File: src/rtl/mdr_result_reader_pkg.sv
// Shared MDR types plus the result reader's state encoding, header field
// layout and per-operation payload word counts.
package pkg_system_mdr;

  localparam int DATA_W = 16;
  typedef logic [DATA_W-1:0] data_t;

  typedef enum logic [1:0] {
    OP_MULT  = 2'b00,
    OP_DIV   = 2'b01,
    OP_ROOT  = 2'b10,
    OP_UNDEF = 2'b11
  } op_t;

  typedef enum logic [1:0] {
    IDLE,
    HEADER,
    PAYLOAD
  } rd_state_t;

  // Header layout, positions counted down from the word MSB so they scale with DW:
  // error at MSB, op field directly below it, payload count in the low bits.
  localparam int HDR_ERR_FROM_MSB = 0;
  localparam int HDR_OP_FROM_MSB  = 1;
  localparam int HDR_OP_W         = 2;
  localparam int HDR_CNT_W        = 4;

  // Payload words following the header for each operation.
  localparam logic [HDR_CNT_W-1:0] CNT_MULT = 4'd2;  // result LSW, MSW
  localparam logic [HDR_CNT_W-1:0] CNT_DIV  = 4'd4;  // quotient LSW, MSW, remainder LSW, MSW
  localparam logic [HDR_CNT_W-1:0] CNT_ROOT = 4'd2;  // result LSW, remainder LSW
  localparam logic [HDR_CNT_W-1:0] CNT_NONE = 4'd0;  // error or undefined op

endpackage

File: src/rtl/mdr_result_reader_if.sv
// Word stream out of the result reader: valid/ready handshake with last marker.
interface mdr_result_reader_if #(
  parameter int DW = 16
);
  logic          out_valid;
  logic          out_ready;
  logic [DW-1:0] out_data;
  logic          out_last;

  modport master (output out_valid, output out_data, output out_last, input out_ready);
  modport slave  (input out_valid, input out_data, input out_last, output out_ready);
endinterface

File: src/rtl/mdr_result_reader.sv
// Captures a finished MDR operation and serialises it as a header word
// followed by 0/2/4 payload words. A result arriving while a packet is still
// in flight is dropped and flagged in the sticky overrun bit, except in the
// cycle the final word leaves, where it is taken back-to-back.
module mdr_result_reader
  import pkg_system_mdr::*;
#(
  parameter int DW = 16
) (
  input  logic                clk,
  input  logic                rst,
  input  logic                mdr_ready,
  input  logic                mdr_error,
  input  op_t                 mdr_op,
  input  logic [2*DW-1:0]     mdr_result,
  input  logic [2*DW-1:0]     mdr_remainder,
  input  logic                clean,
  mdr_result_reader_if.master out_if,
  output logic                busy,
  output logic                overrun
);

  localparam int ERR_BIT = DW - 1 - HDR_ERR_FROM_MSB;
  localparam int OP_MSB  = DW - 1 - HDR_OP_FROM_MSB;

  rd_state_t             state;
  logic [HDR_CNT_W-1:0]  cnt;
  logic                  cap_err;
  op_t                   cap_op;
  logic [2*DW-1:0]       cap_res;
  logic [2*DW-1:0]       cap_rem;

  logic [HDR_CNT_W-1:0]  n_cur;
  logic [HDR_CNT_W-1:0]  cnt_nxt;
  logic                  last;
  logic                  xfer;
  logic                  accept;
  logic                  drop;

  function automatic logic [HDR_CNT_W-1:0] pay_cnt(input logic err, input op_t op);
    if (err) return CNT_NONE;
    case (op)
      OP_MULT: return CNT_MULT;
      OP_DIV:  return CNT_DIV;
      OP_ROOT: return CNT_ROOT;
      default: return CNT_NONE;
    endcase
  endfunction

  function automatic logic [DW-1:0] hdr_word(input logic err, input op_t op,
                                             input logic [HDR_CNT_W-1:0] n);
    logic [DW-1:0] h;
    h                       = '0;
    h[ERR_BIT]              = err;
    h[OP_MSB -: HDR_OP_W]   = op;
    h[HDR_CNT_W-1:0]        = n;
    return h;
  endfunction

  function automatic logic [DW-1:0] pay_word(input op_t op, input logic [HDR_CNT_W-1:0] idx,
                                             input logic [2*DW-1:0] res,
                                             input logic [2*DW-1:0] rem);
    case (op)
      OP_DIV: begin
        case (idx)
          4'd0:    return res[DW-1:0];
          4'd1:    return res[2*DW-1:DW];
          4'd2:    return rem[DW-1:0];
          default: return rem[2*DW-1:DW];
        endcase
      end
      OP_ROOT: return (idx == 4'd0) ? res[DW-1:0] : rem[DW-1:0];
      default: return (idx == 4'd0) ? res[DW-1:0] : res[2*DW-1:DW];
    endcase
  endfunction

  // Output word, last marker and handshake decode, all derived from registers
  // only, so they stay stable while the consumer stalls.
  always_comb begin
    n_cur            = pay_cnt(cap_err, cap_op);
    cnt_nxt          = cnt + 4'd1;
    last             = ((state == HEADER) && (n_cur == CNT_NONE)) ||
                       ((state == PAYLOAD) && (cnt_nxt == n_cur));
    out_if.out_valid = (state != IDLE);
    out_if.out_last  = last;
    case (state)
      HEADER:  out_if.out_data = hdr_word(cap_err, cap_op, n_cur);
      PAYLOAD: out_if.out_data = pay_word(cap_op, cnt, cap_res, cap_rem);
      default: out_if.out_data = '0;
    endcase
    xfer   = out_if.out_valid && out_if.out_ready;
    accept = mdr_ready && ((state == IDLE) || (xfer && last));
    drop   = mdr_ready && !accept;
  end

  assign busy = (state != IDLE);

  // Packet FSM: capture on accept, then walk header and payload words per transfer.
  always_ff @(posedge clk or negedge rst) begin
    if (!rst) begin
      state   <= IDLE;
      cnt     <= '0;
      cap_err <= 1'b0;
      cap_op  <= OP_MULT;
      cap_res <= '0;
      cap_rem <= '0;
    end else if (accept) begin
      state   <= HEADER;
      cnt     <= '0;
      cap_err <= mdr_error;
      cap_op  <= mdr_op;
      cap_res <= mdr_result;
      cap_rem <= mdr_remainder;
    end else begin
      case (state)
        HEADER: if (xfer) begin
          state <= (n_cur == CNT_NONE) ? IDLE : PAYLOAD;
          cnt   <= '0;
        end
        PAYLOAD: if (xfer) begin
          if (last) begin
            state <= IDLE;
            cnt   <= '0;
          end else begin
            cnt   <= cnt_nxt;
          end
        end
        default: ;
      endcase
    end
  end

  // Sticky overrun; a drop in the same cycle as clean wins.
  always_ff @(posedge clk or negedge rst) begin
    if (!rst)       overrun <= 1'b0;
    else if (drop)  overrun <= 1'b1;
    else if (clean) overrun <= 1'b0;
  end

endmodule

File: src/flat_wrapper.sv
// flat-port wrapper written by rule: the top's interface ports become plain ports
module mdr_result_reader_flat import pkg_system_mdr::*;
#(
  parameter int DW = 16
)
  (clk, rst, mdr_ready, mdr_error, mdr_op, mdr_result, mdr_remainder, clean, busy, overrun, out_if_out_valid, out_if_out_data, out_if_out_last, out_if_out_ready);
  mdr_result_reader_if #(.DW(DW)) out_if_i ();
  input  logic clk;
  input  logic rst;
  input  logic mdr_ready;
  input  logic mdr_error;
  input  op_t mdr_op;
  input  logic [2*DW-1:0] mdr_result;
  input  logic [2*DW-1:0] mdr_remainder;
  input  logic clean;
  output logic busy;
  output logic overrun;
  output wire logic [$bits(out_if_i.out_valid)-1:0] out_if_out_valid;
  output wire logic [$bits(out_if_i.out_data)-1:0] out_if_out_data;
  output wire logic [$bits(out_if_i.out_last)-1:0] out_if_out_last;
  input wire logic [$bits(out_if_i.out_ready)-1:0] out_if_out_ready;
  assign out_if_out_valid = out_if_i.out_valid;
  assign out_if_out_data = out_if_i.out_data;
  assign out_if_out_last = out_if_i.out_last;
  assign out_if_i.out_ready = out_if_out_ready;
  mdr_result_reader #(.DW(DW)) u_core (.clk(clk), .rst(rst), .mdr_ready(mdr_ready), .mdr_error(mdr_error), .mdr_op(mdr_op), .mdr_result(mdr_result), .mdr_remainder(mdr_remainder), .clean(clean), .out_if(out_if_i), .busy(busy), .overrun(overrun));
endmodule
File: config.mk
export PLATFORM = sky130hd
export DESIGN_NAME = mdr_result_reader_flat
export DESIGN_NICKNAME = d
export VERILOG_FILES = /design/src/rtl/mdr_result_reader_pkg.sv /design/src/rtl/mdr_result_reader_if.sv /design/src/rtl/mdr_result_reader.sv /design/src/flat_wrapper.sv
export SDC_FILE = /design/constraint.sdc
export NUM_CORES = 1
export LEC_CHECK = 0
export ABC_AREA = 0
export CAP_MARGIN = 40
export CORE_MARGIN = 3
export CORE_UTILIZATION = 47
export CTS_CLUSTER_DIAMETER = 200
export DETAILED_ROUTE_END_ITERATION = 6
export GPL_TIMING_DRIVEN = 1
export PLACE_DENSITY_LB_ADDON = 0.15
export SLEW_MARGIN = 20
export SYNTH_ARGS = -nofsm -noshare
export SYNTH_HDL_FRONTEND = slang
export SYNTH_SLANG_ARGS = --single-unit
File: constraint.sdc
create_clock -name clk -period 3 [get_ports clk]
set_clock_uncertainty 0.2 [all_clocks]
set_input_delay 0.75 -clock clk [delete_from_list [all_inputs] [get_ports clk]]
set_output_delay 0.75 -clock clk [all_outputs]
set_load 0.005 [all_outputs]
# Word-level counts from Yosys, hierarchy flattened

Cells that the tools add are included.
W data, S select, Z words.

Register bits: 74
Input bits: 72
Word-level logic and storage cells: 59

$add $sub $neg: 1
Equality and inequality tests: 10
Multiplexer cells: 22
Reductions and logical operators: 19

Operators by type and width:

| cell                  | count |
|---|---|
| $pmux W16 S2          | 2 |
| $pmux W16 S3          | 1 |
| $mux W16              | 2 |
| $mux W4               | 6 |
| $mux W2               | 5 |
| $logic_not A4 Y1      | 2 |
| $pmux W4 S2           | 1 |
| $logic_and A1 B1 Y1   | 6 |
| $ne A3 B1 Y1 const B  | 2 |
| $pmux W3 S2           | 1 |
| $add A4 B1 Y4 const B | 1 |
| $eq A2 B1 Y1 const B  | 2 |
| $eq A2 B2 Y1 const B  | 2 |
| $eq A4 B1 Y1 const B  | 1 |
| $eq A4 B2 Y1 const B  | 1 |
| $eq A4 B4 Y1          | 1 |
| $logic_not A2 Y1      | 2 |
| $pmux W2 S2           | 1 |
| $reduce_and A4 Y1     | 1 |
| $reduce_bool A2 Y1    | 2 |
| $mux W1               | 3 |
| $ne A3 B2 Y1 const B  | 1 |
| $reduce_and A3 Y1     | 1 |
| $reduce_bool A3 Y1    | 1 |
| other kinds (3)       | 4 |

# Logic depth before layout (Yosys ltp)

Depth after elaboration: 13
Depth in mapped cells: 9

# Worst setup path after synthesis

Ideal clock, no wire load.

Kind: register -> output
From: register u_core.cnt[0]
To: output out_if_out_data[0]
Arrival: 2.063 ns
Required time: 2.050 ns
Slack: -0.013 ns
Stages on the path, launching flop included: 9
Cell sequence: dfrtp_1 inv_1 ha_1 buf_2 o31ai_4 buf_4 mux2_1 a221oi_1 a311oi_1

Longest elaborated chain between the ends: 4

Ends and longest elaborated chain:

| what                                       | RTL line                 | text |
|---|---|---|
| start: declaration                         | mdr_result_reader.sv:27  | `logic [HDR_CNT_W-1:0] cnt;` |
| start signal: assignment                   | mdr_result_reader.sv:125 | `cnt <= cnt_nxt;` |
| $eq A4 B2 Y1, or another cell as far along | mdr_result_reader.sv:65  | `case (idx)` |
| $pmux W16 S3, or another cell as far along | mdr_result_reader.sv:65  |  |
| $pmux W16 S2 *                             | mdr_result_reader.sv:63  | `case (op)` |
| $pmux W16 S2 *                             | mdr_result_reader.sv:86  | `case (state)` |
| end: declaration                           | flat_wrapper.sv:19       | `output wire logic [$bits(out_if_i.out_data)-1:0] out_if_out_data;` |

Mark *: on every way between the ends. The rest lies on a longest branch, timed or not.

# Worst setup path in the final report

From: register u_core.cnt[1]
To: output out_if_out_data[5]

The elaborated chain is that of the path after synthesis.

==> results.md <==
- Clock share of power: 11.4%
- Register area: around 1900 um2
- Int Pwr: between 3 and 4 mW
- Yosys cell types: about 50
- Synth top area share: 40.58%
- First-pass GRT wire length: approximately 20 mm
- Final wirelength: approximately 12 mm
- Cell taking the most area after synthesis: dfrtp_1
- Worst path required time: 2.05 ns
- Multi-input logic area: about 2600 um2
- Critical Path Sink Type: primary output
- CP max stage cell: dfrtp_2
- GP Congestion: 0.7821
- Tightest Pin Transition: 0.6535 ns
- Largest cells by area after synthesis: dfrtp_1 (41%), mux2_4 (20%), mux2_1 (6.2%)
- Max transition margin: 56.14%
- Synth async-reset ratio: 100.0%
- Pwr Density: 978.8 nW/um2
- Pleak: 2.727 nW
- Switching power: 2.295 mW
- Final Core Density: 66.20%
- Layout Cells excl Fill: 634
- Vias per cell: 5.645
- Syn Area/Cell: 11.98 um2
- Fill count: ~750
- Worst-path clk slew: roughly 0.08 ns
- Pre-CTS setup slack: -0.3460 ns
- Dpl cells: 613
- Worst setup path category: reg -> out
- Number of enable flip-flop cells after synthesis: 0
- Placed standard-cell area: around 5800 um2
- Maximum buffer depth of the clock tree: 2
- CP max stage delay: approximately 0.46 ns
- Vias in the first global route: 3837
- Proportion of layout cells with a drive suffix above 1: between 30% and 40%
- Seq cells post-synth: 74
- Cells after Synth: 381
- Core ar.: between 9000 and 10000 um2
- CP bufs+invs: 3
- Status: complete, but fails checks
- Main synth FF type: dfrtp_1
- Worst-path fanout max: 5
- Hold WC Path Type: in -> async
- Die height: 104.5 um
- Synth warn: 0
- Fmax: 0.3016 GHz
- Period utilisation layout: 110.5%
- RSZ-0062 raised after global routing: true
- Area growth syn-to-layout: 35.32%
- Tot GR Track Use: 22.97%
- Grt ovf: 0
- Part of the Yosys area used for sequential elements: between 40% and 50%
- Logic pwr share: 56.5%
- DRC: 0
- Fin area: 6175 um2
- Inserted Clock Buffers: 9
- Peak supply drop: 611.1 uV
- Average wire per standard cell: 19.11 um
- Synth Net Count: 463
- Crit path max-delay family: compound AO/OA/AOI/OAI gates
- CTS tree: built
- # hold bufs at CTS: 0
- DP Wirelength: 8.456 mm
- Htree depth: 3
- Port bufs: 91
- Die width: 104.5 um
- Net Sw Frac: between 30% and 40%
- Met1 Wirelength: 5.257 mm
- Failing checks: negative setup slack
- Worst-Skew Late Latency: 0.34 ns
- Sink Count: 74
- Initial antenna violation count: 0
- WL met2: 6.085 mm
- Total of max-cap violations: 0
- Hold Fails Final Rpt: 0
- Most frequent cells in the layout: clkdlybuf4s50_1 (73), dfrtp_1 (73), mux2_4 (70)
- Nets: between 500 and 600
- Die area: 10930 um2
- Post-route setup slack: -0.3156 ns
- Detailed Route Iter0 Violations: 221
- Number of inserted diodes: 0
- Seq pwr share: 32.1%
- CP Cell Sequence: ha_4, o31ai_4, buf_6, buf_12, mux2_4, a221oi_4, a311oi_2, buf_2
- DR top layer: met4
- DR vias: 3579
- Clock root buffer: clkbuf_8
- Post-Syn Area: approximately 4600 um2
- TritonRoute pass-1 iters: 5
- Setup Viol. Count Final: 16
- Pin count of the biggest net entering global routing: 41
- Critical Path Start Type: register
- Max Slew Vio Count: 0
- Cell row count: 35
- CP Data Arrival Time: 2.37 ns
- Starting Density: 48.92%
- # IOs: 92
- Met3 WL: 558 um
- Antenna-violating nets left: 0
- Final min period: 3.316 ns
==> through the flow <==
stage	power [mW]	hold slack, ns	TNS [ns]
finish	6.044	0.1514	-3.984
global route	6.428	0.1687	-5.441
CTS	5.986	0.1539	-4.403
detailed placement	4.983	0.2972	-4.749
global placement	4.893	0.2954	-4.036
floorplan	4.057	0.2544	0
==> cell usage after synthesis, drive strengths merged, types with 2 or more instances <==
cell type / n
a22o: 2
o22ai: 2
clkbuf: 12
a21oi: 4
a221oi: 12
nand2b: 2
a31oi: 4
a31o: 2
mux2: 92
inv: 9
dfrtp: 74
nor2: 7
nand3: 5
nand2: 52
a311oi: 10
a221o: 3
buf: 18
o2bb2ai: 5
a21boi: 2
a22oi: 10
o21ai: 17
a222oi: 6
xnor2: 2
nor2b: 4
ha: 10
==> power by group through the flow <==
| stage | sequential [mW] | combinational [mW] | clock, mW |
|---|---|---|---|
| 3_3_place_gp | 1.91 | 2.98 | 0 |
| 6_report | 1.94 | 3.41 | 0.691 |
| 5_1_grt | 2.00 | 3.67 | 0.750 |
| 2_1_floorplan | 1.77 | 2.29 | 0 |
| 3_5_place_dp | 1.93 | 3.05 | 0 |
| 4_1_cts | 1.92 | 3.35 | 0.708 |
==> worst register-to-register path, cell delays in order, from the launching register on <==
cell      delay (ns)
dfrtp_1         0.41
buf_6           0.13
buf_4           0.14
ha_2            0.21
xnor2_2         0.19
xnor2_2         0.15
buf_4           0.14
nand4_1         0.18
a21boi_4        0.29
buf_4           0.31
mux2_4          0.34
==> what timing repair did <==
item / CTS / global route
endpoints found under the setup margin: 17 / 17
setup buffers: 5 / 1
resized for setup: 101 / 7
cloned: 1 / 0
pin swaps: 36 / 8
==> worst paths after layout <==
kind	end	start	cells after the start	slack, ns
max	out_if_out_data[5]	u_core.cnt[1]$_DFFE_PN0P_	8	-0.32
min	u_core.cap_rem[27]$_DFFE_PN0P_	rst	1	0.15
max reg2reg	u_core.cap_rem[23]$_DFFE_PN0P_	u_core.cnt[0]$_DFFE_PN0P_	10	0.20
min reg2reg	u_core.cap_rem[29]$_DFFE_PN0P_	u_core.cap_rem[29]$_DFFE_PN0P_	1	0.32
max in group asynchronous	u_core.cnt[1]$_DFFE_PN0P_	rst	2	1.87
min in group clk	u_core.cap_rem[29]$_DFFE_PN0P_	u_core.cap_rem[29]$_DFFE_PN0P_	1	0.32
==> layer usage <==
layer / track usage, % / vias to the layer above
met5: 0 / -
met4: 7.217 / 0
met3: 5.250 / 20
met2: 37.73 / 121
met1: 30.14 / 1780
li1: - / 1658
==> cells by family (layout without fill, tap and decap cells) <==
group | count (synthesis) | after routing | synth area share (%)
multiplexers | 92 | 92 | 27.64
AO/OA/AOI/OAI | 85 | 85 | 14.56
AND/OR/NAND/NOR | 78 | 78 | 7.513
flip-flops | 74 | 74 | 40.58
buffers and inverters | 39 | 163 | 6.224
adder cells (fa/ha/maj) | 10 | 10 | 2.742
XOR/XNOR | 3 | 3 | 0.7405
==> flip-flops by register name, summed over array words and instances, names as in the netlist <==
register and count:
u_core.cap_rem 32, u_core.cap_res 32, u_core.cnt 4, u_core.cap_op 2, u_core.state 2, u_core.cap_err 1
u_core.overrun 1
==> area by class of cell <==
cell class	instances	share of cell area [%]
tap	129	2.614
clock buffer	10	2.229
sequential	74	30.01
clock inverter	5	0.5066
inverter	9	0.5876
timing repair buffer	139	21.46
multi-input combinational	268	42.59
(Power assumes the default switching activity.)
==> RTL edit 1, RTL diff (config.mk and constraints unchanged) <==
Change the package constant `HDR_CNT_W` from 4 to 6.
--- a/src/rtl/mdr_result_reader_pkg.sv
+++ b/src/rtl/mdr_result_reader_pkg.sv
@@ -23,7 +23,7 @@
   localparam int HDR_ERR_FROM_MSB = 0;
   localparam int HDR_OP_FROM_MSB  = 1;
   localparam int HDR_OP_W         = 2;
-  localparam int HDR_CNT_W        = 4;
+  localparam int HDR_CNT_W        = 6;
 
   // Payload words following the header for each operation.
   localparam logic [HDR_CNT_W-1:0] CNT_MULT = 4'd2;  // result LSW, MSW
Check against the original RTL: no difference found for any inputs over 10 cycles, from zero or initial values and one cycle with rst low; that may be too few to reach the edited logic, so the function may still have changed.
==> RTL edit 1 against the original RTL <==
The run still ends with setup timing left; sequential power up 3%; die area shrank 4.9%; area after synthesis is 5.2% lower; routed wire length grew 19%; sequential cell count increased by 2; largest cell class unchanged; worst hold slack worse by 0.078 ns; total power increased by 3.7%; worst setup slack got worse by 0.11 ns; largest power group unchanged; design area rose by 6.4%; critical endpoint is now out_if_out_data[1].
==> RTL edit 1: results (changes against the original RTL) <==
* Final worst slack at -0.430 ns (was -0.316 ns)
* Worst EP arrival at 2.48 ns (was 2.37 ns)
* DR WL met3 at 1220 um (was 558 um)
* Final HPWL DP at 8450 um (was 8460 um)
* Average size of a mapped cell at 11.1 um2 (was 12.0 um2)
* Sequential area share after synthesis at 44.0% (was 40.6%)
* Dpl cell area at 0.00564 mm2 (was 0.00581 mm2)
* Pre-CTS setup slack at -0.323 ns (was -0.346 ns)
* Drt via density at 6.38 (was 5.65)
* Status: finished with violations (unchanged)
* Largest net degree at the start of global routing at 55 (was 41)
* Syn Nets at 472 (was 463)
* GRT met2 Usage at 43.4% (was 37.7%)
* Failing checks: setup timing (unchanged)
* Nets@finish at 622 (was 583)
* Met1 wire length at 5850 um (was 5260 um)
* GRT met3 Usage at 5.60% (was 5.25%)
* Clk network pwr share at 12.6% (was 11.4%)
* Final Setup Violations at 83 (was 16)
* DR iter-0 viols at 383 (was 221)
* Sum Neg Setup Slack at -11.48 ns (was -3.98 ns)
* CP Max Fanout at 3 (was 5)
* Layout cells sized above 1 at 45.2% (was 35.8%)
* Sequential share of power at 31.7% (was 32.1%)
* Top post-synthesis cells by area: dfrtp_1, mux2_2, a222oi_1 (was dfrtp_1, mux2_4, mux2_1)
## RTL edit 1: cell count changes after synthesis, moves of 9 or more
cell,unedited run,this run
o21ai_1,9,0
a221oi_1,12,1
a222oi_1,6,16
a311oi_1,10,0
a21o_1,0,13
mux2_2,7,64
mux2_4,60,8
and3_1,0,11
nand2_1,52,32
a211oi_1,0,20
mux2_1,25,0
## RTL edit 1: path summary, 6_finish.rpt
path / start / endpoint / slack (ns) / cells after the start
setup / recovery: u_core.cnt[0]$_DFFE_PN0P_ / out_if_out_data[1] / -0.43 / 11
hold / removal: rst / u_core.overrun$_DFFE_PN0P_ / 0.07 / 1
setup reg to reg: u_core.cnt[0]$_DFFE_PN0P_ / u_core.cap_op[1]$_DFFE_PN0N_ / -0.15 / 13
hold reg to reg: u_core.cap_rem[20]$_DFFE_PN0N_ / u_core.cap_rem[20]$_DFFE_PN0N_ / 0.33 / 1
max in group asynchronous: rst / u_core.cap_rem[24]$_DFFE_PN0N_ / 1.96 / 2
min in group clk: u_core.cap_rem[20]$_DFFE_PN0N_ / u_core.cap_rem[20]$_DFFE_PN0N_ / 0.33 / 1
## RTL edit 1: cells by family after synthesis
kind of cell    synth area share [%]
compound gates                  20.8
flops                           44.0
mux                             19.4
simple gates                    7.38
buf+inv                         4.57
fa+ha+maj                       3.18
xor+xnor                       0.608
## RTL edit 1: layout make-up
type / count / area, um2
Multi-Input combinational cell: 271 / 2560
Fill cell: 596 / 2280
Sequential cell: 76 / 1900
Timing Repair Buffer: 171 / 1750
Tap cell: 108 / 135
Clock buffer: 10 / 128
Clock inverter: 6 / 62.6
Inverter: 10 / 37.5
## RTL edit 1: what timing repair did
item                       in CTS  in global routing
setup endpoints to repair      49                 90
pin swaps                      39                 29
setup buffers                  18                 10
resized for setup             140                 40
cloned                          6                  3
==> RTL edit 2, RTL diff (same settings) <==
Made on the original files. The 3 states of `rd_state_t` get a one-hot encoding in 3 bits.
--- a/src/rtl/mdr_result_reader_pkg.sv
+++ b/src/rtl/mdr_result_reader_pkg.sv
@@ -12,10 +12,10 @@
     OP_UNDEF = 2'b11
   } op_t;
 
-  typedef enum logic [1:0] {
-    IDLE,
-    HEADER,
-    PAYLOAD
+  typedef enum logic [2:0] {
+    IDLE    = 3'b001,
+    HEADER  = 3'b010,
+    PAYLOAD = 3'b100
   } rd_state_t;
 
   // Header layout, positions counted down from the word MSB so they scale with DW:
Behaviour: same outputs for any inputs over 4 cycles, from zero or initial values and one cycle with rst low; so few cycles prove little.
==> RTL edit 2 against the original RTL <==
The flow still finishes with violations (setup timing); global-route usage rose by 0.84 points; sequential cell count grew 1; worst setup slack got worse by 0.021 ns; non-clock buffer count rose by 18; design area is 1.8% lower; routed wire length fell by 1.2%; total power up 27%; area after synthesis fell by 7.9%; utilization is 5.4 points higher.
==> RTL edit 2: results (changes against the original RTL) <==
* CP top delay family: buffers and inverters (was compound AO/OA/AOI/OAI gates)
* Nets@finish at 595 (was 583)
* Status: finished with violations (unchanged)
* DR iter-0 viols at 216 (was 221)
* First-pass DRT Iterations at 6 (was 5)
* Vias in the first global route at 3937 (was 3837)
* Sequential area share after synthesis at 44.7% (was 40.6%)
* Routed len/inst at 19.1 um (about the same)
* Final worst slack at -0.337 ns (was -0.316 ns)
* CP max-delay cell: dfrtp_1 (was dfrtp_2)
* Worst EP arrival at 2.39 ns (was 2.37 ns)
* Final Setup Violations at 17 (was 16)
* GR Util met1 at 30.5% (was 30.1%)
* VDD IR max at 0.558 mV (was 0.611 mV)
* CTS root buf: clkbuf_8 (unchanged)
* GRT met3 Usage at 4.91% (was 5.25%)
* Top post-synthesis cells by area: dfrtp_1, mux2_2, nand2_1 (was dfrtp_1, mux2_4, mux2_1)
* Library cells used by synthesis at 48 (was 49)
* Slowest cell delay on critical path at 0.43 ns (was 0.46 ns)
* Layout cells sized above 1 at 39.5% (was 35.8%)
* Final Wtd Congestion at 0.919 (was 0.782)
* CP Max Fanout at 6 (was 5)
* Placed Instances at 590 (was 613)
* Average size of a mapped cell at 11.1 um2 (was 12.0 um2)
* Pin slew with the least headroom to its limit at 0.477 ns (was 0.653 ns)
* Total Routing Usage GR at 23.8% (was 23.0%)
* Final HPWL DP at 8010 um (was 8460 um)
* Failing checks: setup timing (unchanged)
* Pleak at 2.62 nW (was 2.73 nW)
* Largest registers: u_core.cap_rem x32, u_core.cap_res x32, u_core.cnt x4 (unchanged)
* Post-route non-filler standard cell count at 626 (was 634)
* GRT met2 Usage at 38.1% (was 37.7%)
* Global-route wire length before repair at 19100 um (was 20200 um)
* Initial antenna violation count at 0 (unchanged)
* Largest net degree at the start of global routing at 45 (was 41)
-- RTL edit 2: cell types whose count changed after synthesis, moves of 11 or more --
cell       before  now
nand2_1        52   75
mux2_2          7   59
mux2_4         60    8
mux2_1         25    0
o2bb2ai_1       5   16
-- RTL edit 2: path summary, 6_finish.rpt --
check,start,endpoint,slack [ns]
max,u_core.cnt[0]$_DFFE_PN0P_,out_if_out_data[13],-0.34
min,rst,u_core.state[2]$_DFFE_PN0P_,0.12
max reg2reg,u_core.cnt[0]$_DFFE_PN0P_,u_core.cap_rem[22]$_DFFE_PN0N_,0.04
min reg2reg,u_core.overrun$_DFFE_PN0P_,u_core.overrun$_DFFE_PN0P_,0.30
max in group asynchronous,rst,u_core.state[0]$_DFFE_PN1P_,1.87
min in group clk,u_core.overrun$_DFFE_PN0P_,u_core.overrun$_DFFE_PN0P_,0.30
-- RTL edit 2: logic make-up after synthesis --
kind of cell               share of synthesized area (%)
and+or+nand+nor                                     10.5
adders and majority gates                           2.08
DFF                                                 44.7
xor gates and xnor gates                            1.01
muxes                                               18.7
AOI/OAI and AO/OA                                   18.1
buffers and inverters                               4.94
-- RTL edit 2: report_power, final --
| part | internal, mW | total [mW] | switching (mW) |
|---|---|---|---|
| Combinational | 2.64 | 4.91 | 2.27 |
| Sequential | 1.53 | 1.99 | 0.463 |
| Clock | 0.323 | 0.757 | 0.434 |
-- RTL edit 2: final cells by class --
class / instances / area, um2
Clock buffer: 9 / 124
Clock inverter: 7 / 66.3
Fill cell: 602 / 2400
Inverter: 8 / 30.0
Multi-Input combinational cell: 265 / 2320
Sequential cell: 75 / 1880
Tap cell: 105 / 131
Timing Repair Buffer: 157 / 1510
-- RTL edit 2: through the flow --
stage	hold slack (ns)	instance area (um2)	setup TNS [ns]	power, mW
finish	0.123	6060	-4.68	7.66
floorplan	0.254	4240	-0.00784	4.52
global route	0.141	6060	-7.24	8.17
CTS	0.132	5840	-3.99	7.25
detailed placement	0.289	5490	-5.20	6.04
global placement	0.281	5470	-3.73	5.89
-- RTL edit 2: layer usage --
| metal | up-vias | part of all wire (%) |
|---|---|---|
| met2 | 180 | 49 |
| met1 | 1874 | 43 |
| met5 | - | 0 |
| met3 | 25 | 7.1 |
| met4 | 0 | 1.7 |
| li1 | 1726 | - |
-- RTL edit 2: worst register-to-register path: stages, from the launching register on --
cell	delay, ns
dfrtp_1	0.43
buf_4	0.18
ha_4	0.18
xor2_4	0.19
or4_4	0.43
buf_4	0.15
a21o_1	0.18
o211ai_4	0.22
buf_12	0.17
buf_16	0.16
mux2_2	0.36
-- RTL edit 2: what timing repair did --
item	in CTS	in global routing
setup endpoints to repair	52	81
pin swaps	45	19
setup buffers	9	10
endpoints found under the hold margin	0	0
gates resized for setup	99	26
cloned	2	2
